--- src/rtl/mem_pkg.sv ---
// Shared definitions for the DRAM write path: burst geometry, the address
// width and the burst-writer FSM state encoding. The arbiter imports this too.
package mem_pkg;

    localparam int ADDR_W      = 29;
    localparam int BEAT_W      = 128;
    localparam int BURST_BEATS = 4;
    localparam int ADDR_STEP   = 8;

    typedef enum logic [1:0] {
        IDLE  = 2'd0,
        REQ   = 2'd1,
        BURST = 2'd2
    } wr_state_e;

    // Counter increment that sticks at all-ones instead of wrapping to zero.
    function automatic logic [31:0] sat_inc32(input logic [31:0] v);
        return (v == 32'hFFFF_FFFF) ? v : v + 32'd1;
    endfunction

endpackage

--- src/rtl/la_beat_fifo.sv ---
// Single-clock first-word-fall-through beat buffer. The head entry is always
// presented on head_o, so a consumer can use it in the same cycle it pops.
// A push into a full buffer is accepted when a pop happens in the same cycle.
module la_beat_fifo #(
    parameter int DEPTH  = 32,
    parameter int DATA_W = 128
) (
    input  logic                     clk_i,
    input  logic                     rst_ni,
    input  logic                     flush_i,
    input  logic                     push_i,
    input  logic [DATA_W-1:0]        data_i,
    input  logic                     pop_i,
    output logic [DATA_W-1:0]        head_o,
    output logic [$clog2(DEPTH):0]   count_o,
    output logic                     full_o
);

    localparam int AW = $clog2(DEPTH);

    logic [DATA_W-1:0] mem_q [DEPTH];
    logic [AW-1:0]     wr_ptr_q;
    logic [AW-1:0]     rd_ptr_q;
    logic [AW:0]       count_q;
    logic              do_push;
    logic              do_pop;

    assign full_o  = (count_q == (AW+1)'(DEPTH));
    assign do_pop  = pop_i && (count_q != '0) && !flush_i;
    assign do_push = push_i && (!full_o || do_pop) && !flush_i;
    assign head_o  = mem_q[rd_ptr_q];
    assign count_o = count_q;

    // Beat storage; contents need no reset since occupancy gates every read.
    always_ff @(posedge clk_i) begin
        if (do_push) begin
            mem_q[wr_ptr_q] <= data_i;
        end
    end

    // Pointers and occupancy; flush empties the buffer in one cycle.
    always_ff @(posedge clk_i or negedge rst_ni) begin
        if (!rst_ni) begin
            wr_ptr_q <= '0;
            rd_ptr_q <= '0;
            count_q  <= '0;
        end else if (flush_i) begin
            wr_ptr_q <= '0;
            rd_ptr_q <= '0;
            count_q  <= '0;
        end else begin
            if (do_push) begin
                wr_ptr_q <= wr_ptr_q + AW'(1);
            end
            if (do_pop) begin
                rd_ptr_q <= rd_ptr_q + AW'(1);
            end
            case ({do_push, do_pop})
                2'b10:   count_q <= count_q + (AW+1)'(1);
                2'b01:   count_q <= count_q - (AW+1)'(1);
                default: count_q <= count_q;
            endcase
        end
    end

endmodule

--- src/rtl/la_burst_writer.sv ---
// Logic-analyser capture writer: buffers 128-bit capture beats and drains
// them to DRAM as fixed 4-beat bursts over a request/ack handshake, stepping
// through a circular address window [base_addr, end_addr].
module la_burst_writer
    import mem_pkg::*;
#(
    parameter int DEPTH       = 32,
    parameter int BURST_BEATS = mem_pkg::BURST_BEATS,
    parameter int ADDR_STEP   = mem_pkg::ADDR_STEP
) (
    input  logic              clk_ram_2x,
    input  logic              rst_n,
    input  logic              arm,
    input  logic              stop,
    input  logic [ADDR_W-1:0] base_addr,
    input  logic [ADDR_W-1:0] end_addr,
    input  logic              in_valid,
    input  logic [BEAT_W-1:0] in_data,
    output logic              wr_en,
    output logic              wr_valid,
    output logic [ADDR_W-1:0] wr_addr,
    output logic [BEAT_W-1:0] wr_data,
    input  logic              wr_ack,
    output logic              capturing,
    output logic              overflow,
    output logic              wrapped,
    output logic [31:0]       burst_count
);

    localparam int CNT_W = $clog2(DEPTH) + 1;
    localparam int BCW   = $clog2(BURST_BEATS) + 1;

    wr_state_e         state_q;
    logic              wr_en_q;
    logic              wr_valid_q;
    logic [ADDR_W-1:0] wr_addr_q;
    logic [ADDR_W-1:0] base_q;
    logic [ADDR_W-1:0] end_q;
    logic              reload_q;
    logic              wrapped_q;
    logic [31:0]       burst_cnt_q;
    logic [BCW-1:0]    beat_q;
    logic [1:0]        rst_sync_q;
    logic              capturing_q;
    logic              capturing_d;
    logic              overflow_q;
    logic              overflow_d;

    logic              run;
    logic              push;
    logic              pop;
    logic              flush;
    logic [BEAT_W-1:0] fifo_head;
    logic [CNT_W-1:0]  fifo_count;
    logic              fifo_full;

    assign run   = rst_sync_q[1];
    assign pop   = ((state_q == REQ) && wr_ack) || (state_q == BURST);
    assign flush = arm && (state_q == IDLE);
    assign push  = capturing_q && in_valid && (!fifo_full || pop);

    la_beat_fifo #(
        .DEPTH  (DEPTH),
        .DATA_W (BEAT_W)
    ) u_fifo (
        .clk_i   (clk_ram_2x),
        .rst_ni  (rst_n),
        .flush_i (flush),
        .push_i  (push),
        .data_i  (in_data),
        .pop_i   (pop),
        .head_o  (fifo_head),
        .count_o (fifo_count),
        .full_o  (fifo_full)
    );

    // Reset release is retimed through two flops before the FSM may start a burst.
    always_ff @(posedge clk_ram_2x or negedge rst_n) begin
        if (!rst_n) begin
            rst_sync_q <= 2'b00;
        end else begin
            rst_sync_q <= {rst_sync_q[0], 1'b1};
        end
    end

    // Capture enable and sticky overflow; stop takes priority over arm.
    always_comb begin
        capturing_d = capturing_q;
        overflow_d  = overflow_q;
        if (capturing_q && in_valid && !push) begin
            overflow_d = 1'b1;
        end
        if (arm) begin
            capturing_d = 1'b1;
            overflow_d  = 1'b0;
        end
        if (stop) begin
            capturing_d = 1'b0;
        end
    end

    // Registers for the capture state computed above.
    always_ff @(posedge clk_ram_2x or negedge rst_n) begin
        if (!rst_n) begin
            capturing_q <= 1'b0;
            overflow_q  <= 1'b0;
        end else begin
            capturing_q <= capturing_d;
            overflow_q  <= overflow_d;
        end
    end

    // Burst FSM with registered handshake outputs, address walk and burst status.
    always_ff @(posedge clk_ram_2x or negedge rst_n) begin
        if (!rst_n) begin
            state_q     <= IDLE;
            wr_en_q     <= 1'b0;
            wr_valid_q  <= 1'b0;
            wr_addr_q   <= '0;
            base_q      <= '0;
            end_q       <= '0;
            reload_q    <= 1'b0;
            wrapped_q   <= 1'b0;
            burst_cnt_q <= '0;
            beat_q      <= '0;
        end else begin
            case (state_q)
                IDLE: begin
                    wr_valid_q <= 1'b0;
                    // A re-arm seen during a burst applies its base here.
                    if (reload_q) begin
                        wr_addr_q <= base_q;
                        reload_q  <= 1'b0;
                    end
                    // Arm in IDLE flushes the buffer, so never start on that cycle.
                    if (run && !arm && (fifo_count >= CNT_W'(BURST_BEATS))) begin
                        state_q <= REQ;
                        wr_en_q <= 1'b1;
                    end
                end
                REQ: begin
                    if (wr_ack) begin
                        state_q    <= BURST;
                        wr_en_q    <= 1'b0;
                        wr_valid_q <= 1'b1;
                        beat_q     <= BCW'(1);
                    end
                end
                BURST: begin
                    if (beat_q == BCW'(BURST_BEATS - 1)) begin
                        state_q     <= IDLE;
                        wr_valid_q  <= 1'b0;
                        burst_cnt_q <= sat_inc32(burst_cnt_q);
                        if (wr_addr_q == end_q) begin
                            wr_addr_q <= base_q;
                            wrapped_q <= 1'b1;
                        end else begin
                            wr_addr_q <= wr_addr_q + ADDR_W'(ADDR_STEP);
                        end
                    end else begin
                        beat_q <= beat_q + BCW'(1);
                    end
                end
                default: begin
                    state_q    <= IDLE;
                    wr_en_q    <= 1'b0;
                    wr_valid_q <= 1'b0;
                end
            endcase

            if (arm) begin
                base_q      <= base_addr;
                end_q       <= end_addr;
                wrapped_q   <= 1'b0;
                burst_cnt_q <= '0;
                if (state_q == IDLE) begin
                    wr_addr_q <= base_addr;
                    reload_q  <= 1'b0;
                end else begin
                    reload_q  <= 1'b1;
                end
            end
        end
    end

    assign wr_en       = wr_en_q;
    assign wr_valid    = wr_valid_q;
    assign wr_addr     = wr_addr_q;
    assign wr_data     = ((state_q == REQ) || (state_q == BURST)) ? fifo_head : '0;
    assign capturing   = capturing_q;
    assign overflow    = overflow_q;
    assign wrapped     = wrapped_q;
    assign burst_count = burst_cnt_q;

endmodule

--- config.mk ---
export PLATFORM = sky130hd
export DESIGN_NAME = la_burst_writer
export DESIGN_NICKNAME = d
export VERILOG_FILES = /design/src/rtl/mem_pkg.sv /design/src/rtl/la_beat_fifo.sv /design/src/rtl/la_burst_writer.sv
export SDC_FILE = /design/constraint.sdc
export NUM_CORES = 2
export LEC_CHECK = 0
export CAP_MARGIN = 20
export CORE_UTILIZATION = 62
export DETAILED_ROUTE_END_ITERATION = 8
export GPL_TIMING_DRIVEN = 0
export PLACE_DENSITY = 0.8
export SLEW_MARGIN = 20
export SYNTH_ARGS = -nofsm -noshare
export SYNTH_HDL_FRONTEND = slang
export SYNTH_SLANG_ARGS = --single-unit
export TNS_END_PERCENT = 30
--- constraint.sdc ---
create_clock -name clk_ram_2x -period 10.6 [get_ports clk_ram_2x]
set_input_delay 2.12 -clock clk_ram_2x [delete_from_list [all_inputs] [get_ports clk_ram_2x]]
set_output_delay 2.12 -clock clk_ram_2x [all_outputs]
set_load 0.01 [all_outputs]
==> run summary <==
Status - complete, no violations
Post_cts resized - 0
Final slew viol count - 0
Setup total negative slack - 0 ns
CP max FO - 13
Worst hold endpoint - rst_sync_q[1]
Initial Util - 62.6%
Endpoint type of the worst setup path - output port
Largest net degree at the start of global routing - 86
Netlist cell types - 59
HPWL after DPL - 267 mm
CP startpoint - u_fifo.rd_ptr_q[1]
Worst Path Arrival - 6.25 ns
Leading cell types in the layout, fill and taps excluded - edfxtp_1, mux4_2, mux2i_1
WL met2 - 237 mm
Flop2flop setup slack - 6.02 ns
Die height - 518 um
NumNets Final - 8300
Die width - 518 um
IO buf count - 385
Slew HR - 16.8%
Flops & latches, synth - 4244
CTS Buffer Depth - 4
Final setup fails - 0
Top Ports - 386
Global Route Usage Sum - 35.5%
Setup Buffers After CTS - 0
RSZ-0062 raised after global routing - false
Initial antenna violation count - 47
Met3 routed WL - 58.3 mm
VDD IR max - 0.207 mV
Fmax - 0.119 GHz
Clock Latency Late Sink - 0.96 ns
Final Hold Vio Count - 0
Synthesized area - 0.165 mm^2
Drt first pass iters - 6
Fin crit share - 79.0%
Critical Path RT - 8.48 ns
Area Growth Syn to Fin - 16.4%
Number of synthesized flops with an enable pin - 4096
Cts-stage hold buffer count - 0
Worst R2R Path Depth - 12
Total grt overflow - 0
Syn Nets - 7269
Hold Path Depth - 0
Syn Inst Count - 7058
Detailed Route WL - 485 mm
Critical path type - register to output port
DR vias/cell - 7.31
Async SR Flop Fraction - 3.49%
Leak - 59.7 nW
Post-Layout Inst Area - 0.192 mm^2
Vias post-DR - 87578
Vias in the first global route - 87773
Post-Place Cells - 11191
Skew final - 0.0664 ns
Placer Congestion - 0.834
Placed Instance Area - 0.179 mm^2
Top layer in use - met5
Critical R2R Launch - state_q[0]
Sinks on Clock Net - 4244
CTS H-tree lvls - 5
Global-route wire length before repair - 665 mm
Initial DRC count - 14327
Ys Warns - 0
Worst setup SP type - register
Pwr dens - 242 mW/mm^2
Reg2reg end - u_fifo.mem_q[5][39]
WL met1 - 154 mm
Core Box Area - 0.263 mm^2
Hold_sp - rst_sync_q[0]
Post-Syn Area per Cell - 23.4 um^2
Post-route ant nets - 0
Primary FF master, synth - edfxtp_1
Most common cell after layout, fill and taps aside - edfxtp_1
Non-filler instance count after layout - 11985
Max-cap violations - 0
Worst min-delay path class - register to register
Post-layout minimum cycle time - 8.37 ns
CTS Buf Count - 409
Worst-margin pin slew - 1.25 ns
Clock transition at the registers of the reported paths - 0.07 ns
Die area - 0.268 mm^2
CTS tree - done
Seq/Total Area, Yosys - 76.8%
Routed wire per std cell - 40.4 um
Clock root buffer - clkbuf_16
# DRC - 0
# rows - 188
Layout cell share with drive strength beyond 1 - 27.5%
-- stage by stage --
step                      setup WS (ns)  total power [mW]  hold slack, ns  util [%]
after floorplan                    1.65              26.4           0.331         -
after global placement            -5.53              30.6           0.335      65.7
after detailed placement           3.49              31.0           0.337      67.8
after CTS                          2.54              46.2           0.351      72.9
after global routing               2.37              47.4           0.353      72.9
final                              2.23              46.5           0.352      72.9
-- where the power goes --
group / leakage [nW] / internal (mW) / switching (mW)
sequential: 38.7 / 18.6 / 0.217
clock: 6.56 / 8.50 / 6.57
combinational: 14.5 / 5.47 / 7.06
total: 59.7 / 32.6 / 13.8
-- critical path: stages (launching register included) --
cell and delay (ns):
dfrtp_1 0.39, buf_2 0.18, buf_2 0.85, buf_2 1.03, buf_2 0.54, mux4_2 0.31
mux2i_1 0.10, mux4_2 0.51, nor2b_1 0.67, clkdlybuf4s50_1 0.68
-- worst max-delay path by stage --
| stage | slack (ns) | cells past startpoint | endpoint |
|---|---|---|---|
| 2_1_floorplan | 1.65 | 5 | u_fifo.mem_q[31][0] |
| 3_3_place_gp | -5.53 | 6 | u_fifo.mem_q[31][43] |
| 3_5_place_dp | 3.49 | 9 | wr_data[98] |
| 4_1_cts | 2.54 | 9 | wr_data[97] |
| 5_1_grt | 2.37 | 9 | wr_data[90] |
| 6_report | 2.23 | 9 | wr_data[97] |
-- sequential cells by signal, indices dropped and copies added, names as in the netlist --
signal	count
u_fifo.count_o	6
beat_q	3
wr_addr	29
rst_sync_q	2
end_q	29
capturing	1
wr_en	1
u_fifo.mem_q	4096
base_q	29
wr_valid	1
u_fifo.rd_ptr_q	5
u_fifo.wr_ptr_q	5
burst_count	32
reload_q	1
state_q	2
overflow	1
wrapped	1
-- per-layer routing --
| layer | vias up | track usage, % |
|---|---|---|
| met2 | 8649 | 57.0 |
| li1 | 32078 | - |
| met3 | 1764 | 7.61 |
| met1 | 45063 | 45.0 |
| met5 | - | 0 |
| met4 | 24 | 21.3 |
-- logic make-up after synthesis --
logic type / count (synthesis) / synth area share, %
AOI/OAI and AO/OA: 142 / 0.577
xor gates and xnor gates: 90 / 0.478
adders and majority gates: 19 / 0.149
buffers and inverters: 396 / 1.25
DFF: 4244 / 76.8
muxes: 1744 / 19.4
other: 1 / 0.00227
and+or+nand+nor: 422 / 1.34
-- Yosys cell counts, drive strengths merged (16+ instances only) --
library cell / count / share of area, %
buf: 259 / 0.91
xnor2: 30 / 0.16
dfrtp: 148 / 2.2
mux4: 1152 / 16
edfxtp: 4096 / 75
nand2: 54 / 0.12
nand3: 16 / 0.049
a221oi: 25 / 0.13
nand4: 18 / 0.072
nor4: 19 / 0.076
nor2: 126 / 0.29
a21oi: 28 / 0.085
nor2b: 131 / 0.50
xor2: 60 / 0.32
mux2: 59 / 0.40
ha: 18 / 0.14
o21ai: 35 / 0.11
mux2i: 533 / 3.2
clkbuf: 118 / 0.29
inv: 19 / 0.043
o22ai: 16 / 0.061
-- cell type report --
cell class                 instances  area (um^2)
sequential                      4244       127000
fill                           13506        71400
multi-input combinational       2418        36400
clock buffer                     520        10900
timing repair buffer             620         8850
tap                             3515         4400
clock inverter                   223         2570
buffer                           377         2010
antenna                           49          123
inverter                          19         71.3
No activity file was read; power rests on OpenSTA's default activity.
